[config.mk]
export PLATFORM = sky130hd
export DESIGN_NAME = alu_status_reg
export DESIGN_NICKNAME = d
export VERILOG_FILES = /design/src/rtl/alu_pkg.sv /design/src/rtl/alu_skid_buf.sv /design/src/rtl/alu_status_reg.sv
export SDC_FILE = /design/constraint.sdc
export NUM_CORES = 1
export LEC_CHECK = 0
export CORE_ASPECT_RATIO = 0.75
export CORE_UTILIZATION = 49
export CTS_CLUSTER_SIZE = 40
export DETAILED_ROUTE_END_ITERATION = 7
export GPL_TIMING_DRIVEN = 0
export PLACE_DENSITY = 0.8
export SYNTH_ARGS = -nofsm -noshare
export SYNTH_HDL_FRONTEND = slang
export SYNTH_SLANG_ARGS = --single-unit
[constraint.sdc]
create_clock -name clk -period 2.2 [get_ports clk]
set_input_delay 0.33 -clock clk [delete_from_list [all_inputs] [get_ports clk]]
set_output_delay 0.33 -clock clk [all_outputs]
set_load 0.005 [all_outputs]
[src/rtl/alu_pkg.sv]
// Shared types for the ALU status/output stage: beat layout, flag struct and
// the saturating helper used by the optional zero-result counter.
package alu_pkg;

  localparam int ALU_DATA_W = 128;
  localparam int ZCOUNT_W   = 16;

  typedef struct packed {
    logic o;
    logic c;
    logic z;
  } alu_flags_t;

  typedef struct packed {
    logic [ALU_DATA_W-1:0] result;
    logic [2:0]            opsel;
    logic                  mode;
    alu_flags_t            flags;
  } alu_beat_t;

  function automatic logic [ZCOUNT_W-1:0] sat_inc(input logic [ZCOUNT_W-1:0] v);
    return (&v) ? v : v + 1'b1;
  endfunction

endpackage

[src/rtl/alu_skid_buf.sv]
// Generic 2-entry valid/ready skid buffer with a registered input ready.
// Output data comes straight from the head register and holds its value when empty.
module alu_skid_buf #(
  parameter int W = 8
) (
  input  logic         clk,
  input  logic         rst,
  input  logic         i_valid,
  output logic         o_ready,
  input  logic [W-1:0] i_data,
  output logic         o_valid,
  input  logic         i_ready,
  output logic [W-1:0] o_data
);

  logic [W-1:0] r_head;
  logic [W-1:0] r_skid;
  logic [1:0]   r_count;
  logic         r_in_ready;
  logic         r_out_valid;

  logic         w_acc;
  logic         w_del;
  logic [1:0]   w_count_nxt;

  assign w_acc = i_valid && r_in_ready;
  assign w_del = r_out_valid && i_ready;

  always_comb begin
    w_count_nxt = r_count;
    if (w_acc && !w_del)
      w_count_nxt = r_count + 2'd1;
    else if (!w_acc && w_del)
      w_count_nxt = r_count - 2'd1;
  end

  always_ff @(posedge clk) begin
    if (rst) begin
      r_head      <= '0;
      r_skid      <= '0;
      r_count     <= 2'd0;
      r_in_ready  <= 1'b1;
      r_out_valid <= 1'b0;
    end else begin
      r_count     <= w_count_nxt;
      r_in_ready  <= (w_count_nxt != 2'd2);
      r_out_valid <= (w_count_nxt != 2'd0);
      // Head loads the incoming beat only when it would otherwise be empty;
      // a full buffer that delivers promotes the skid entry instead.
      if (w_acc && ((r_count == 2'd0) || (w_del && r_count == 2'd1)))
        r_head <= i_data;
      else if (w_del && r_count == 2'd2)
        r_head <= r_skid;
      if (w_acc && ((r_count == 2'd1 && !w_del) || (r_count == 2'd2 && w_del)))
        r_skid <= i_data;
    end
  end

  assign o_ready = r_in_ready;
  assign o_valid = r_out_valid;
  assign o_data  = r_head;

endmodule

[src/rtl/alu_status_reg.sv]
// ALU output stage: skid-buffers ALU beats toward writeback and accumulates sticky flags.
// Optional macro ZCOUNT_EN adds a saturating count of accepted beats with z=1.
module alu_status_reg
  import alu_pkg::*;
#(
  parameter int DATA_W = ALU_DATA_W,
  parameter int DEPTH  = 2
) (
  input  logic              clk,
  input  logic              rst,
  input  logic              in_valid,
  output logic              in_ready,
  input  logic [DATA_W-1:0] in_result,
  input  logic [2:0]        in_opsel,
  input  logic              in_mode,
  input  logic [2:0]        in_flags,
  output logic              out_valid,
  input  logic              out_ready,
  output logic [DATA_W-1:0] out_result,
  output logic [2:0]        out_opsel,
  output logic              out_mode,
  output logic [2:0]        out_flags,
  input  logic              clr_sticky,
  output logic [2:0]        sticky_flags
`ifdef ZCOUNT_EN
  ,
  output logic [ZCOUNT_W-1:0] zcount
`endif
);

  if (DATA_W != ALU_DATA_W || DEPTH != 2) begin : g_bad_cfg
    $error("alu_status_reg supports only DATA_W=128 and DEPTH=2");
  end

  alu_beat_t  w_in_beat;
  alu_beat_t  w_out_beat;
  logic       w_acc;
  logic [2:0] r_sticky;

  assign w_in_beat = {in_result, in_opsel, in_mode, in_flags};
  assign w_acc     = in_valid && in_ready;

  alu_skid_buf #(
    .W($bits(alu_beat_t))
  ) u_skid (
    .clk     (clk),
    .rst     (rst),
    .i_valid (in_valid),
    .o_ready (in_ready),
    .i_data  (w_in_beat),
    .o_valid (out_valid),
    .i_ready (out_ready),
    .o_data  (w_out_beat)
  );

  assign out_result = w_out_beat.result;
  assign out_opsel  = w_out_beat.opsel;
  assign out_mode   = w_out_beat.mode;
  assign out_flags  = w_out_beat.flags;

  // Clear is applied before OR-ing in the current beat so it survives a same-cycle clear.
  always_ff @(posedge clk) begin
    if (rst)
      r_sticky <= 3'b000;
    else
      r_sticky <= (clr_sticky ? 3'b000 : r_sticky) | (w_acc ? in_flags : 3'b000);
  end

  assign sticky_flags = r_sticky;

`ifdef ZCOUNT_EN
  logic [ZCOUNT_W-1:0] r_zcount;
  logic [ZCOUNT_W-1:0] w_zbase;

  assign w_zbase = clr_sticky ? '0 : r_zcount;

  always_ff @(posedge clk) begin
    if (rst)
      r_zcount <= '0;
    else if (w_acc && in_flags[0])
      r_zcount <= sat_inc(w_zbase);
    else
      r_zcount <= w_zbase;
  end

  assign zcount = r_zcount;
`endif

endmodule

==> results of run 1 <==
## stage by stage
stage,utilization (%),cells
after floorplan,-,1233
after global placement,65.3,1799
after detailed placement,65.3,1799
after CTS,70.0,1854
after global routing,70.1,1851
final,70.1,1851
## flip-flops by register name (all words and copies together) (netlist names)
| name | flops |
|---|---|
| sticky_flags | 3 |
| u_skid.r_count | 2 |
| u_skid.o_data | 135 |
| u_skid.r_skid | 135 |
| u_skid.o_valid | 1 |
| u_skid.o_ready | 1 |
## layer usage
| layer | vias to the layer above | share of wire (%) | GRT usage, % |
|---|---|---|---|
| met4 | 2 | 2.1 | 7.74 |
| met1 | 4841 | 45 | 39.8 |
| li1 | 4854 | - | - |
| met5 | - | 0.039 | 0 |
| met2 | 445 | 45 | 45.0 |
| met3 | 56 | 8.3 | 5.53 |
## power groups by stage
stage	clock network (mW)	registers, mW	logic (mW)
6_report	4.97	6.43	4.43
5_1_grt	5.25	6.52	4.82
4_1_cts	5.00	6.42	4.41
3_5_place_dp	0	6.51	4.32
3_3_place_gp	0	6.50	4.22
2_1_floorplan	0	6.43	2.08
## synthesized netlist by cell type (2+ instances only)
library cell	n
buf_6	3
nor2_1	140
buf_2	41
and3_1	2
ha_1	3
a211oi_1	136
a21oi_1	141
inv_1	3
nand2_1	273
nand3_1	3
nor2b_1	3
mux2i_1	136
buf_4	8
dfxtp_1	277
nor3_1	2
clkbuf_1	53
## cells in the final DEF (no fill, tap or decap), drive strengths merged, types with 2 or more instances in the layout
master         instances
a211oi               137
a21oi                141
and3                   2
buf                   55
bufinv                 4
clkbuf                90
clkdlybuf4s50        278
clkinv                 6
dfxtp                277
ha                     3
inv                    4
mux2i                136
nand2                273
nand3                  3
nor2                 140
nor2b                  3
nor3                   2
o21ai                  3
## cell type report
| cell class | instances | area share [%] |
|---|---|---|
| flip-flops and latches | 277 | 36.8 |
| multi-input cells | 848 | 32.1 |
| repair buffers | 283 | 18.8 |
| clock buffers | 38 | 5.16 |
| plain buffers | 102 | 3.42 |
| well taps | 288 | 2.39 |
| clock inverters | 12 | 1.23 |
| inverters | 3 | 0.0748 |
## logic make-up (layout without fill, tap and decap cells)
| group | Yosys count | count (layout) | share of synthesized area (%) |
|---|---|---|---|
| buf+inv | 108 | 438 | 4.69 |
| flops | 277 | 277 | 51.0 |
| mux | 136 | 136 | 12.5 |
| fa+ha+maj | 3 | 3 | 0.345 |
| compound gates | 285 | 285 | 16.6 |
| simple gates | 424 | 424 | 14.8 |
## how the worst max path moves through the flow
stage                                    end  slack, ns  cells past startpoint
final                      u_skid.o_data[39]       0.12                      7
after floorplan            u_skid.r_skid[91]       0.44                      9
after global routing       u_skid.o_data[57]       0.02                      8
after global placement    u_skid.o_data[118]      -0.55                      6
after CTS                  u_skid.r_skid[74]       0.02                      9
after detailed placement   u_skid.o_data[54]      -0.63                      6
## critical path, delay by kind of cell (launching register included)
family	cells	cell delay [ns]
flip-flops	1	0.42
adder cells (fa/ha/maj)	1	0.19
AO/OA/AOI/OAI	2	0.37
buffers and inverters	3	0.79
AND/OR/NAND/NOR	1	0.17
## timing repair
action                     CTS  global route
buffers inserted             5             0
pin swaps                    2             1
setup endpoints to repair  204           217
gates resized for setup      3            28
==> flow_summary.json, run 1 <==
{
  "status": "complete, no violations",
  "die_x_um": 174,
  "drv_cap": 0,
  "drive_gt1_share_pct": 7.55,
  "async_flop_share_pct": 0,
  "clk_latency_ns": 0.54,
  "track_usage_pct": 28.4,
  "cts_tree": "yes",
  "cts.clk_slew.worst_paths_ns": 0.06,
  "peakVddDrop_mv": 0.677,
  "yosys_warnings": 0,
  "final_nets": 1685,
  "power_frac_comb_pct": 28.0,
  "cp_cell_sequence": "inv_1, ha_1, and3_1, o21ai_4, buf_2, buf_2, a211oi_1",
  "fin_tns_setup_ns": 0,
  "fill_cells": 1616,
  "via_count": 10200,
  "grt_overflow_total": 0,
  "required_ns": 2.59,
  "crit_slowest_cell": "dfxtp_1",
  "hold_viol": 0,
  "hold-path-cell-count": 3,
  "pre_cts_slack_ns": -0.627,
  "hp-class": "in -> reg",
  "slew_headroom_pct": 49.7,
  "coreArea_um2": 21500,
  "tightest_slew_ns": 0.754,
  "syn_nets": 1376,
  "synth-seq-cells": 277,
  "switchingPower_mw": 4.75,
  "grt_pass1_vias": 9574,
  "setup_viol": 0,
  "multi_input_area_um2": 4820,
  "period_share_pct": 94.7,
  "drc": 0,
  "worstSetupEndpointType": "register",
  "wl_per_cell_um": 17.8,
  "postRouteAntennaNets": 0,
  "worstPathArrival_ns": 2.47,
  "startpoint_type": "register",
  "antenna_found_initial": 1,
  "clock_tree.buffer_depth": 3,
  "start_util_pct": 50.6,
  "sw_frac_of_total_pct": 30.0,
  "crit_fanout": 10,
  "leakage_nw": 5.47,
  "drtIter0Drc": 763,
  "path_class": "reg -> reg",
  "synth_top_area_share_pct": 51.0,
  "cts_hold_buf": 0,
  "r2r_end": "u_skid.o_data[39]",
  "cts_root_buf": "clkbuf_16",
  "gp_congestion": 0.890,
  "syn_avg_cell_area_um2": 8.81,
  "synthTopCellsByArea": "dfxtp_1 (51%), mux2i_1 (13%), nand2_1 (9.4%), a211oi_1 (9.4%), a21oi_1 (6.5%)",
  "dr.pass1.iters": 5,
  "power_frac_seq_pct": 40.6,
  "critPathMaxStageDelay_ns": 0.42,
  "fin_skew_ns": 0.0161,
  "final_cell_area_um2": 15100,
  "rrSetupSlack_ns": 0.12,
  "clkPwrFrac_pct": 31.4,
  "yosysTopAreaCell": "dfxtp_1",
  "portBuffers": 278,
  "placedInstanceArea_um2": 14000,
  "maxSlewViolCount": 0,
  "rows": 46,
  "die_y_um": 131,
  "seq_area_um2": 5550,
  "hold_slack_ns": 0.368,
  "max_clock_freq_mhz": 480,
  "h-tree-depth": 1,
  "synth_cells": 1233,
  "worstRegToRegCells": 7,
  "rsz0062_at_grt": "no",
  "p_int_mw": 11.1,
  "synth_edf_count": 0,
  "grt_start_max_net_pins": 16,
  "diodes": 0,
  "r2r-start": "u_skid.r_count[1]",
  "startpoint": "u_skid.r_count[1]",
  "dieArea_um2": 22800,
  "hold_path_startpoint": "in_result[104]",
  "synth_ff_type": "dfxtp_1",
  "yosysSeqAreaShare_pct": 51.0,
  "whs_endpoint": "u_skid.r_skid[111]",
  "dp_hpwl_mm": 22.9,
  "wl_mm": 32.9,
  "p_per_area_nw_per_um2": 1050,
  "synth_area_um2": 10900,
  "area_growth_syn_to_layout_pct": 38.5,
  "report.power.total_mw": 15.8,
  "synthDistinctLibCells": 25,
  "ios": 280,
  "fin_ws_ns": 0.116,
  "cts.sink_count": 277,
  "period_needed_ns": 2.08,
  "timing.critical_path.mode_cell": "buf_2",
  "cts_buffers": 27,
  "via_per_inst": 5.51,
  "grt_pass1_wl_mm": 51.3
}
(Power assumes the default switching activity.)
==> run 2: changes to the inputs <==
--- a/config.mk
+++ b/config.mk
@@ -10,6 +10,7 @@
 export CTS_CLUSTER_SIZE = 40
 export DETAILED_ROUTE_END_ITERATION = 7
 export GPL_TIMING_DRIVEN = 0
+export HOLD_SLACK_MARGIN = 0.1
 export PLACE_DENSITY = 0.8
 export SYNTH_ARGS = -nofsm -noshare
 export SYNTH_HDL_FRONTEND = slang
==> results of run 2 <==
Final layout, timing and power as in run 1 (identical DEF).
==> run 3: changes to the inputs <==
--- a/config.mk
+++ b/config.mk
@@ -14,4 +14,5 @@
 export PLACE_DENSITY = 0.8
 export SYNTH_ARGS = -nofsm -noshare
 export SYNTH_HDL_FRONTEND = slang
+export SYNTH_HIERARCHICAL = 1
 export SYNTH_SLANG_ARGS = --single-unit
==> run 3 against run 2 <==
  * Sequential share of layout area shrank 0.21 points
  * Critical path depth grew 1
  * Sequential cell count is the same
  * Highest routed layer unchanged
  * Largest power group unchanged
  * Utilization grew 0.42 points
  * Synthesized area is essentially flat
  * Sequential power is essentially flat
==> flow_summary.json, run 3 <==
{
  "cts_buffers": 28,
  "hp-class": "in -> reg",
  "cts_hold_buf": 0,
  "synth_area_um2": 10900,
  "grt_start_max_net_pins": 15,
  "final_common_cell": "clkdlybuf4s50_1",
  "antenna_found_initial": 1,
  "path_class": "reg -> reg",
  "startpoint_type": "register",
  "fin_skew_ns": 0.0206,
  "final_nets": 1690,
  "clk_latency_ns": 0.54,
  "drive_gt1_share_pct": 7.91,
  "period_share_pct": 96.4,
  "ios": 280,
  "start_util_pct": 50.7,
  "rows": 46,
  "drv_cap": 0,
  "synth_edf_count": 0,
  "critPathMaxStageDelay_ns": 0.40,
  "synth_commonest_cells": "dfxtp_1 (277), nand2_1 (273), a21oi_1 (141)",
  "tightest_slew_ns": 0.908,
  "maxSlewViolCount": 0,
  "report.power.total_mw": 16.0,
  "wl_mm": 32.8,
  "period_needed_ns": 2.12,
  "cts.clk_slew.worst_paths_ns": 0.06,
  "h-tree-depth": 1,
  "syn_nets": 1376,
  "crit_slowest_cell": "dfxtp_1",
  "synth_ff_type": "dfxtp_1",
  "grt_pass1_wl_mm": 50.3,
  "synth-seq-cells": 277,
  "track_usage_pct": 27.5,
  "die_y_um": 131,
  "hold_slack_ns": 0.370,
  "status": "complete, no violations",
  "wl_per_cell_um": 17.7,
  "drc": 0,
  "yosysSeqAreaShare_pct": 51.0,
  "synthDistinctLibCells": 24,
  "diodes": 0,
  "worstPathArrival_ns": 2.50,
  "drtIter0Drc": 676,
  "required_ns": 2.58,
  "cts_root_buf": "clkbuf_16",
  "peakVddDrop_mv": 0.678,
  "slew_headroom_pct": 39.5,
  "coreArea_um2": 21500,
  "grt_overflow_total": 0,
  "mostFrequentLayoutCells": "clkdlybuf4s50_1 (279), dfxtp_1 (276), nand2_1 (273)",
  "crit_family": "buffers and inverters",
  "crit_fanout": 10,
  "async_flop_share_pct": 0,
  "leakage_nw": 6.04,
  "yosys_warnings": 6,
  "grt_pass1_vias": 9555,
  "synth_cells": 1233,
  "cts.sink_count": 277,
  "max_clock_freq_mhz": 472,
  "worstSetupEndpointType": "register",
  "dp_hpwl_mm": 22.5,
  "cts_tree": "yes",
  "clock_tree.buffer_depth": 3,
  "crit_buf_inv": 4,
  "via_count": 10000,
  "syn_avg_cell_area_um2": 8.82,
  "cp_cell_sequence": "inv_1, ha_1, and3_1, o21ai_4, buf_4, clkbuf_2, buf_2, a211oi_1",
  "hold_viol": 0,
  "portBuffers": 279,
  "synthTopCellsByArea": "dfxtp_1 (51%), mux2i_1 (13%), a211oi_1 (9.5%), nand2_1 (9.4%), a21oi_1 (6.5%)",
  "area_growth_syn_to_layout_pct": 39.2,
  "yosysTopAreaCell": "dfxtp_1",
  "dieArea_um2": 22800,
  "die_x_um": 174,
  "post-synth-top-count-cell": "dfxtp_1",
  "via_per_inst": 5.40,
  "postRouteAntennaNets": 0,
  "gp_congestion": 0.841,
  "synth_top_area_share_pct": 51.0,
  "dr.pass1.iters": 5,
  "p_per_area_nw_per_um2": 1060,
  "setup_viol": 0
}
[run 3: cell count changes after synthesis, sizes merged]
cell and change:
nand2b +3, clkbuf -10, nor2 -3, buf +10
nor2b -3, nand3 +3
[run 3: cell families (layout without fill, tap and decap cells)]
kind of cell	Yosys count	in the layout	synth area share, %
AO/OA/AOI/OAI	285	285	16.5
adder cells (fa/ha/maj)	3	3	0.345
buffers and inverters	108	442	4.77
AND/OR/NAND/NOR	424	424	14.9
multiplexers	136	136	12.5
flip-flops	277	277	51.0
[run 3: stage by stage]
step / cell area, um^2 / TNS [ns] / setup WS (ns) / instances / utilization (%)
6_report: 15100 / 0 / 0.0801 / 1855 / 70.5
4_1_cts: 15100 / 0 / 0.0172 / 1854 / 70.3
2_1_floorplan: 10900 / 0 / 0.444 / 1233 / -
3_5_place_dp: 14000 / -89.38 / -0.537 / 1800 / 65.4
5_1_grt: 15100 / -0.0277 / -0.0144 / 1855 / 70.5
3_3_place_gp: 14000 / -77.05 / -0.501 / 1800 / 65.4
[run 3: routing by layer]
| layer | up-vias | track usage (%) | routed length [um] | share of wire (%) |
|---|---|---|---|---|
| li1 | 4872 | - | - | - |
| met1 | 4721 | 37.4 | 14800 | 45 |
| met2 | 387 | 45.4 | 15100 | 46 |
| met3 | 34 | 5.70 | 2450 | 7.5 |
| met4 | 2 | 5.88 | 420 | 1.3 |
| met5 | - | 0 | 13 | 0.040 |
[run 3: worst min-delay path, cell delays in order]
cell and delay, ns:
clkdlybuf4s50_1 0.41, nand2_1 0.06, a21oi_1 0.05
[run 3: layout make-up]
type                    count  area [um^2]
multi-input cells         848         4820
plain buffers             104          524
well taps                 288          360
fillers                  1615         6330
inverters                   3         11.3
clock buffers              37          806
clock inverters            13          195
repair buffers            285         2880
flip-flops and latches    277         5550
[run 3: power breakdown]
| part | leakage [nW] | internal [mW] | switching (mW) |
|---|---|---|---|
| logic | 3.28 | 2.29 | 2.20 |
| clock network | 0.491 | 3.15 | 1.96 |
| registers | 2.27 | 5.89 | 0.522 |
[run 3: what timing repair did]
action	CTS	global route
setup endpoints to repair	170	188
pin swaps	1	1
resized for setup	2	17
cloned	0	0
buffers inserted	4	2
[run 3: worst paths after layout]
| kind | from | cells after the start | endpoint | slack (ns) |
|---|---|---|---|---|
| hold reg to reg | u_skid/r_skid[64] | 2 | u_skid/r_skid[64] | 0.45 |
| setup reg to reg | u_skid/r_count[1] | 8 | u_skid/o_data[12] | 0.08 |
| setup / recovery | u_skid/r_count[1] | 8 | u_skid/o_data[12] | 0.08 |
| hold / removal | in_result[120] | 3 | u_skid/r_skid[127] | 0.37 |
